<file path="src/rtl/gs_test_sequencer.sv">
// Start-test sequencer: fetches one command, fires the acoustic stimulus pulse,
// then streams N ADC samples into the raw-signal FIFO and flags end-of-file.
module gs_test_sequencer #(
    parameter int CNT_W = 16,
    parameter int PW_W  = 8
) (
    input  logic             bus_clk,
    input  logic             bus_rst_n,
    input  logic [31:0]      cmd_data,
    input  logic             cmd_empty,
    output logic             cmd_rden,
    input  logic             raw_open,
    input  logic [15:0]      adc_data,
    input  logic             adc_valid,
    output logic [15:0]      smp_data,
    output logic             smp_wren,
    input  logic             smp_full,
    output logic             raw_eof,
    output logic             stim_pulse,
    output logic             busy,
    output logic             overrun,
    output logic             bad_cmd,
    output logic [CNT_W-1:0] sample_cnt
);

    typedef enum logic [2:0] {
        ST_IDLE  = 3'd0,
        ST_FETCH = 3'd1,
        ST_STIM  = 3'd2,
        ST_ACQ   = 3'd3,
        ST_DONE  = 3'd4
    } state_t;

    localparam logic [CNT_W-1:0] CNT_ONE = {{(CNT_W-1){1'b0}}, 1'b1};
    localparam logic [PW_W-1:0]  PW_ONE  = {{(PW_W-1){1'b0}}, 1'b1};

    state_t            r_state;
    state_t            w_state_nxt;
    logic [CNT_W-1:0]  r_n;
    logic [PW_W-1:0]   r_pw;
    logic [PW_W-1:0]   r_pw_cnt;
    logic [CNT_W-1:0]  r_sample_cnt;
    logic              r_overrun;
    logic              r_bad_cmd;
    logic              r_raw_eof;

    logic [3:0]        w_opcode;
    logic [CNT_W-1:0]  w_cmd_n;
    logic [PW_W-1:0]   w_cmd_pw;
    logic              w_cmd_ok;
    logic              w_last;
    logic              w_cmd_rden;
    logic              w_stim;
    logic              w_wren;
    logic              w_unused;

    assign w_opcode = cmd_data[31:28];
    assign w_cmd_n  = cmd_data[CNT_W-1:0];
    assign w_cmd_pw = cmd_data[16+PW_W-1:16];
    assign w_cmd_ok = (w_opcode == 4'h1) && (w_cmd_n != '0) && (w_cmd_pw != '0);
    assign w_last   = ((r_sample_cnt + CNT_ONE) == r_n);
    assign w_unused = ^cmd_data;

    always_comb begin
        w_state_nxt = r_state;
        w_cmd_rden  = 1'b0;
        w_stim      = 1'b0;
        w_wren      = 1'b0;
        case (r_state)
            ST_IDLE: begin
                if (!cmd_empty && raw_open) begin
                    w_cmd_rden  = 1'b1;
                    w_state_nxt = ST_FETCH;
                end
            end
            ST_FETCH: begin
                w_state_nxt = w_cmd_ok ? ST_STIM : ST_IDLE;
            end
            ST_STIM: begin
                if (!raw_open) begin
                    w_state_nxt = ST_IDLE;
                end else begin
                    w_stim = 1'b1;
                    if ((r_pw_cnt + PW_ONE) == r_pw) begin
                        w_state_nxt = ST_ACQ;
                    end
                end
            end
            ST_ACQ: begin
                // Abort has priority so nothing lands in the FIFO once the file closes.
                if (!raw_open) begin
                    w_state_nxt = ST_IDLE;
                end else if (adc_valid && smp_full) begin
                    w_state_nxt = ST_DONE;
                end else if (adc_valid) begin
                    w_wren = 1'b1;
                    if (w_last) begin
                        w_state_nxt = ST_DONE;
                    end
                end
            end
            ST_DONE: begin
                w_state_nxt = ST_IDLE;
            end
            default: begin
                w_state_nxt = ST_IDLE;
            end
        endcase
    end

    always_ff @(posedge bus_clk) begin
        if (!bus_rst_n) begin
            r_state      <= ST_IDLE;
            r_pw_cnt     <= '0;
            r_sample_cnt <= '0;
            r_overrun    <= 1'b0;
            r_bad_cmd    <= 1'b0;
            r_raw_eof    <= 1'b0;
        end else begin
            r_state <= w_state_nxt;
            if (r_state == ST_FETCH) begin
                if (w_cmd_ok) begin
                    r_pw_cnt     <= '0;
                    r_sample_cnt <= '0;
                    r_overrun    <= 1'b0;
                    r_bad_cmd    <= 1'b0;
                end else begin
                    r_bad_cmd <= 1'b1;
                end
            end
            if (r_state == ST_STIM) begin
                r_pw_cnt <= r_pw_cnt + PW_ONE;
            end
            if (w_wren) begin
                r_sample_cnt <= r_sample_cnt + CNT_ONE;
            end
            if ((r_state == ST_ACQ) && raw_open && adc_valid && smp_full) begin
                r_overrun <= 1'b1;
            end
            // EOF is dropped whenever the reader closes the file, otherwise it
            // holds from DONE until the next accepted START.
            if (!raw_open) begin
                r_raw_eof <= 1'b0;
            end else if ((r_state == ST_FETCH) && w_cmd_ok) begin
                r_raw_eof <= 1'b0;
            end else if (r_state == ST_DONE) begin
                r_raw_eof <= 1'b1;
            end
        end
    end

    always_ff @(posedge bus_clk) begin
        if ((r_state == ST_FETCH) && w_cmd_ok) begin
            r_n  <= w_cmd_n;
            r_pw <= w_cmd_pw;
        end
    end

    assign cmd_rden   = w_cmd_rden & bus_rst_n;
    assign stim_pulse = w_stim & bus_rst_n;
    assign smp_wren   = w_wren & bus_rst_n;
    assign smp_data   = adc_data;
    assign busy       = (r_state != ST_IDLE) & bus_rst_n;
    assign overrun    = r_overrun;
    assign bad_cmd    = r_bad_cmd;
    assign raw_eof    = r_raw_eof;
    assign sample_cnt = r_sample_cnt;

endmodule

</file>
<file path="config.mk">
export PLATFORM = sky130hd
export DESIGN_NAME = gs_test_sequencer
export DESIGN_NICKNAME = d
export VERILOG_FILES = /design/src/rtl/gs_test_sequencer.sv
export SDC_FILE = /design/constraint.sdc
export NUM_CORES = 1
export LEC_CHECK = 0
export CORE_MARGIN = 2
export CORE_UTILIZATION = 51
export CTS_CLUSTER_DIAMETER = 80
export DETAILED_ROUTE_END_ITERATION = 12
export PLACE_DENSITY_LB_ADDON = 0.25
export RECOVER_POWER = 50
export SETUP_SLACK_MARGIN = 0.5
export SLEW_MARGIN = 20
export SYNTH_ARGS = -nofsm -noshare
export SYNTH_HDL_FRONTEND = slang
export SYNTH_SLANG_ARGS = --single-unit
</file>
<file path="constraint.sdc">
create_clock -name bus_clk -period 5.15 [get_ports bus_clk]
set_input_delay 0.7725 -clock bus_clk [delete_from_list [all_inputs] [get_ports bus_clk]]
set_output_delay 0.7725 -clock bus_clk [all_outputs]
set_load 0.01 [all_outputs]
</file>
After elaboration in Yosys (flattened, before gate mapping)
Index checks and enable logic that the tools add are counted.
W data, S select, Z words.
{"block": "word_totals", "output_inout_bits": 39, "input_bits": 54, "wordCells": 78, "ff_bits": 54}
{"block": "classes", "bitwise_logic": 6, "add_sub_neg": 2, "mux": 27, "n_eq_ne": 11, "reduce_logical": 24}
{"operator": "$mux W16", "n": 3}
{"operator": "$mux W8", "n": 3}
{"operator": "$mux W3", "n": 7}
{"operator": "$add A16 B1 Y16 const B", "n": 1}
{"operator": "$eq A16 B16 Y1", "n": 1}
{"operator": "$reduce_bool A16 Y1", "n": 1}
{"operator": "$mux W1", "n": 12}
{"operator": "$pmux W3 S4", "n": 1}
{"operator": "$reduce_bool A2 Y1", "n": 6}
{"operator": "$add A8 B1 Y8 const B", "n": 1}
{"operator": "$eq A8 B8 Y1", "n": 1}
{"operator": "$logic_and A1 B1 Y1", "n": 8}
{"operator": "$ne A4 B4 Y1 const B", "n": 2}
{"operator": "$reduce_bool A8 Y1", "n": 1}
{"operator": "$eq A3 B2 Y1 const B", "n": 2}
{"operator": "$reduce_and A2 Y1", "n": 3}
{"operator": "$and A1 B1 Y1", "n": 4}
{"operator": "$eq A4 B1 Y1 const B", "n": 1}
{"operator": "$reduce_and A4 Y1", "n": 1}
{"operator": "$eq A3 B1 Y1 const B", "n": 1}
{"operator": "$eq A3 B3 Y1 const B", "n": 1}
{"operator": "$logic_not A3 Y1", "n": 1}
{"operator": "$ne A3 B3 Y1 const B", "n": 1}
{"operator": "$reduce_bool A3 Y1", "n": 1}
{"operator": "other kinds (5)", "n": 6}

Depth between registers and ports, before layout
{"block": "logic_depth", "word_depth": 7, "depth_mapped": 8, "ltp_nobuf": 7}

Worst setup path after synthesis
OpenSTA, ideal clock, no wires.
{"block": "synth_timing", "path_type": "input port to flip-flop", "startpoint": "in cmd_data[31]", "endpoint": "reg r_sample_cnt[10], in the netlist sample_cnt[10]", "slack_ps": 2549, "setup_time_ps": 132, "required_ps": 5018, "cell_stages": 7, "n_path_buf": 1, "arrival_time_ps": 2469, "path_cell_list": "nor4b_1 -> nand4_1 -> inv_1 -> nor2_1 -> clkbuf_1 -> o21ai_0 -> a21oi_1"}
{"block": "synth_between", "elab_chain_len": 5}
{"item": "start, declared", "line_no": "9", "source": "input logic [31:0] cmd_data,"}
{"item": "$eq A4 B1 Y1", "line_no": "60", "source": "assign w_cmd_ok = (w_opcode == 4'h1) && (w_cmd_n != '0) && (w_cmd_pw != '0);"}
{"item": "$logic_and A1 B1 Y1 (2 in a row)", "line_no": "60"}
{"item": "$reduce_bool A2 Y1 (no source line)"}
{"item": "$reduce_and A2 Y1 (no source line)"}
{"item": "end signal, assigned", "line_no": "135", "source": "r_sample_cnt <= r_sample_cnt + CNT_ONE;"}
{"item": "end, declared", "line_no": "42", "source": "logic [CNT_W-1:0] r_sample_cnt;"}
Every way passes these cells.
A chain may end at the register's enable or synchronous reset.

Final worst setup path
{"block": "layout_timing", "startpoint": "in cmd_data[21]", "endpoint": "reg r_sample_cnt[10], in the netlist sample_cnt[10]"}
{"block": "layout_between", "elab_chain_len": 4}
{"item": "$reduce_bool A8 Y1", "line_no": "60"}
{"item": "$logic_and A1 B1 Y1", "line_no": "60"}
{"item": "$reduce_bool A2 Y1 (no source line)"}
{"item": "$reduce_and A2 Y1 (no source line)"}
Every way passes these cells.

==> flow_metrics.env <==
export IMPL_status="finished clean"
export IMPL_drc=0
export IMPL_start_util=0.5229
export IMPL_synth_area_um2=3059
export IMPL_syn_nets=389
export IMPL_dieWidth_um=81.45
export IMPL_synth_avg_cell_area_um2=9.187
export IMPL_power_internal_uw=617.1
export IMPL_finalNetCount=426
export IMPL_diodes=0
export IMPL_worst_setup_path_end_kind="flop"
export IMPL_cts_tree="yes"
export IMPL_fmax_mhz=247.6
export IMPL_num_vias=2606
export IMPL_synth_edf_count=24
export IMPL_p_sw_uw=161.4
export IMPL_avgRoutedWirePerCell_um=15.49
export IMPL_setup_viol=0
export IMPL_synthCells=333
export IMPL_viasPerCell=5.843
export IMPL_yosys_warnings=0
export IMPL_power_density_nw_per_um2=213.0
export IMPL_clock_latency_ns=0.31
export IMPL_reg2reg_to="sample_cnt[10]$_SDFFE_PN0P_"
export IMPL_wl_um=6908
export IMPL_worstSetupPathType="in -> reg"
export IMPL_gp_congestion=0.8976
export IMPL_grt_remaining_overflow=0
export IMPL_ios=93
export IMPL_crit_path_start_kind="input port"
export IMPL_p_leak_nw=1.252
export IMPL_cts_max_level=2
export IMPL_finalSetupTns_ns=0
export IMPL_maxCapViolCount=0
export IMPL_netlist_area_leader_share=0.2356
export IMPL_core_um2=5851
export IMPL_port_buffers=56
export IMPL_clockPowerShare=0.371
export IMPL_drt_initial_drc_count=195
export IMPL_ctsResizeCount=0
export IMPL_reg2reg_from="r_state[0]$_SDFFE_PN0P_"
export IMPL_hp_class="reg -> reg"
export IMPL_numCtsBuffers=5
export IMPL_timing_hold_ws_ns=0.5084
export IMPL_cts_setup_buffers=0
export IMPL_slew_viol_final=0
export IMPL_grt_start_max_net_pins=30
export IMPL_ys_seq_elements=54
export IMPL_timing_final_hold_violations=0
export IMPL_min_to="r_pw_cnt[1]$_SDFFE_PN0P_"
export IMPL_ant_nets=0
export IMPL_area_growth_pct=19.47
export IMPL_synth_common_cells="33 x a21oi_1, 31 x nor2_1, 30 x dfxtp_1, 24 x edfxtp_1, 24 x xnor2_1"
export IMPL_clock_skew_ns=0.006555
export IMPL_ir_drop_mv=0.1349
export IMPL_synth_ff_type="dfxtp_1"
export IMPL_finalCritPeriodShare=0.7843
export IMPL_worst_pin_slew_ns=0.9701
export IMPL_drtPass1Iterations=4
export IMPL_rsz0062_at_grt="no"
export IMPL_hold_buffers=0
export IMPL_switching_share=0.2073
export IMPL_clock_sinks=54
export IMPL_grt_pass1_wl_um=11150
export IMPL_cts_clk_slew_worst_paths_ns=0.10
export IMPL_dieArea_um2=6634
export IMPL_drive_gt1_frac=0.05391
export IMPL_antenna_found_initial=0
export IMPL_hpwlAfterDp_um=5014
export IMPL_crit_required_ns=5.40
export IMPL_synth_seq_area_share=0.4319
export IMPL_worstRegToRegCells=6
export IMPL_yosysTopAreaCell="edfxtp_1"
export IMPL_synth_cell_types=59
export IMPL_die_h_um=81.45
export IMPL_async_flop_share=0
export IMPL_synth_most_common_cell="a21oi_1"
export IMPL_grt_usage=0.2161
export IMPL_synthTopCellsByArea="edfxtp_1 24%, dfxtp_1 20%, xnor2_1 6.9%"
export IMPL_arrival_ns=4.29
export IMPL_p_seq_frac=0.577
export IMPL_hold_depth=2
export IMPL_relSlewSlack=0.3493
export IMPL_power_frac_comb=0.052
export IMPL_clockBufferDepth=2
export IMPL_min_from="r_pw_cnt[1]$_SDFFE_PN0P_"
export IMPL_period_needed_ns=4.039
export IMPL_first_global_vias=2314
export IMPL_regToRegSetupSlack_ns=2.07
export IMPL_row_count=28
export IMPL_cp_max_fo=29
export IMPL_root_buffer="clkbuf_8"
-- worst max path at each step --
stage,cells past startpoint,start,end,slack [ns]
after global routing,8,cmd_data[10],sample_cnt[4]$_SDFFE_PN0P_,0.75
after CTS,7,raw_open,smp_wren,1.57
final,8,cmd_data[21],sample_cnt[10]$_SDFFE_PN0P_,1.11
after global placement,8,cmd_data[10],sample_cnt[11]$_SDFFE_PN0P_,1.41
after floorplan,7,cmd_data[31],sample_cnt[10]$_SDFFE_PN0P_,2.55
after detailed placement,8,cmd_data[10],sample_cnt[10]$_SDFFE_PN0P_,1.35
-- cells by family after synthesis --
| logic type | Yosys count | share of synthesized area |
|---|---|---|
| AO/OA/AOI/OAI | 80 | 0.1587 |
| XOR/XNOR | 32 | 0.09162 |
| adder cells (fa/ha/maj) | 2 | 0.008179 |
| buffers and inverters | 36 | 0.07116 |
| flip-flops | 54 | 0.4319 |
| multiplexers | 1 | 0.003272 |
| AND/OR/NAND/NOR | 128 | 0.2352 |
-- power by group through the flow --
stage                     clock, mW  sequential, mW  combinational, mW
after CTS                     0.292           0.449             0.0447
after floorplan                   0           0.459             0.0226
after global placement            0           0.459             0.0438
final                         0.289           0.449             0.0405
after detailed placement          0           0.459             0.0444
after global routing          0.310           0.449             0.0443
-- layer usage --
metal,up-vias,GRT usage,share of wire
met5,-,0,0
met4,0,0.04068,0.0080
met3,11,0.04615,0.072
met2,83,0.3180,0.44
met1,1227,0.3286,0.49
li1,1285,-,-
-- cells in the final DEF (no fill, tap or decap), types with 7 or more instances in the layout --
cell type / Yosys / layout
a21oi_1: 33 / 33
clkdlybuf4s50_1: 0 / 16
dfxtp_1: 30 / 30
dlygate4sd3_1: 0 / 40
edfxtp_1: 24 / 24
nand2_1: 15 / 15
nand3_1: 14 / 14
nand4_1: 8 / 8
nor2_1: 31 / 31
nor3_1: 9 / 9
nor4_1: 7 / 7
o21ai_0: 19 / 19
or3_1: 9 / 9
xnor2_1: 24 / 24
xor2_1: 8 / 8
-- sequential cells by signal, summed over array words and instances (netlist names) --
signal,count
r_state,3
sample_cnt,16
overrun,1
raw_eof,1
r_pw_cnt,8
r_pw,8
bad_cmd,1
r_n,16
-- worst max-delay path, cell delays in order --
cell and delay (ns):
dlygate4sd3_1 0.55, nor4_1 0.34, nand2_1 0.14, nand4_1 0.21, clkinv_1 0.81, nor2_1 1.05, o21ai_0 0.24, a21oi_1 0.16
-- final cells by class --
cell class              instances  area (um^2)
clock buffers                   6        72.57
clock inverters                 2        37.54
fillers                       503         2196
inverters                       7        26.28
multi-input cells             243         1520
flip-flops and latches         54         1321
well taps                      75        93.84
repair buffers                 59        583.1
-- per-stage QoR --
stage / area [um^2] / worst slack [ns] / std cells / util / power, mW
6_report: 3655 / 1.111 / 446 / 0.6247 / 0.7785
5_1_grt: 3655 / 0.7519 / 446 / 0.6247 / 0.8036
4_1_cts: 3655 / 1.565 / 446 / 0.6247 / 0.7855
3_5_place_dp: 3545 / 1.349 / 438 / 0.6059 / 0.5034
3_3_place_gp: 3545 / 1.414 / 438 / 0.6059 / 0.5027
2_1_floorplan: 3059 / 2.549 / 333 / - / 0.4816
No activity file was read; power rests on OpenSTA's default activity.
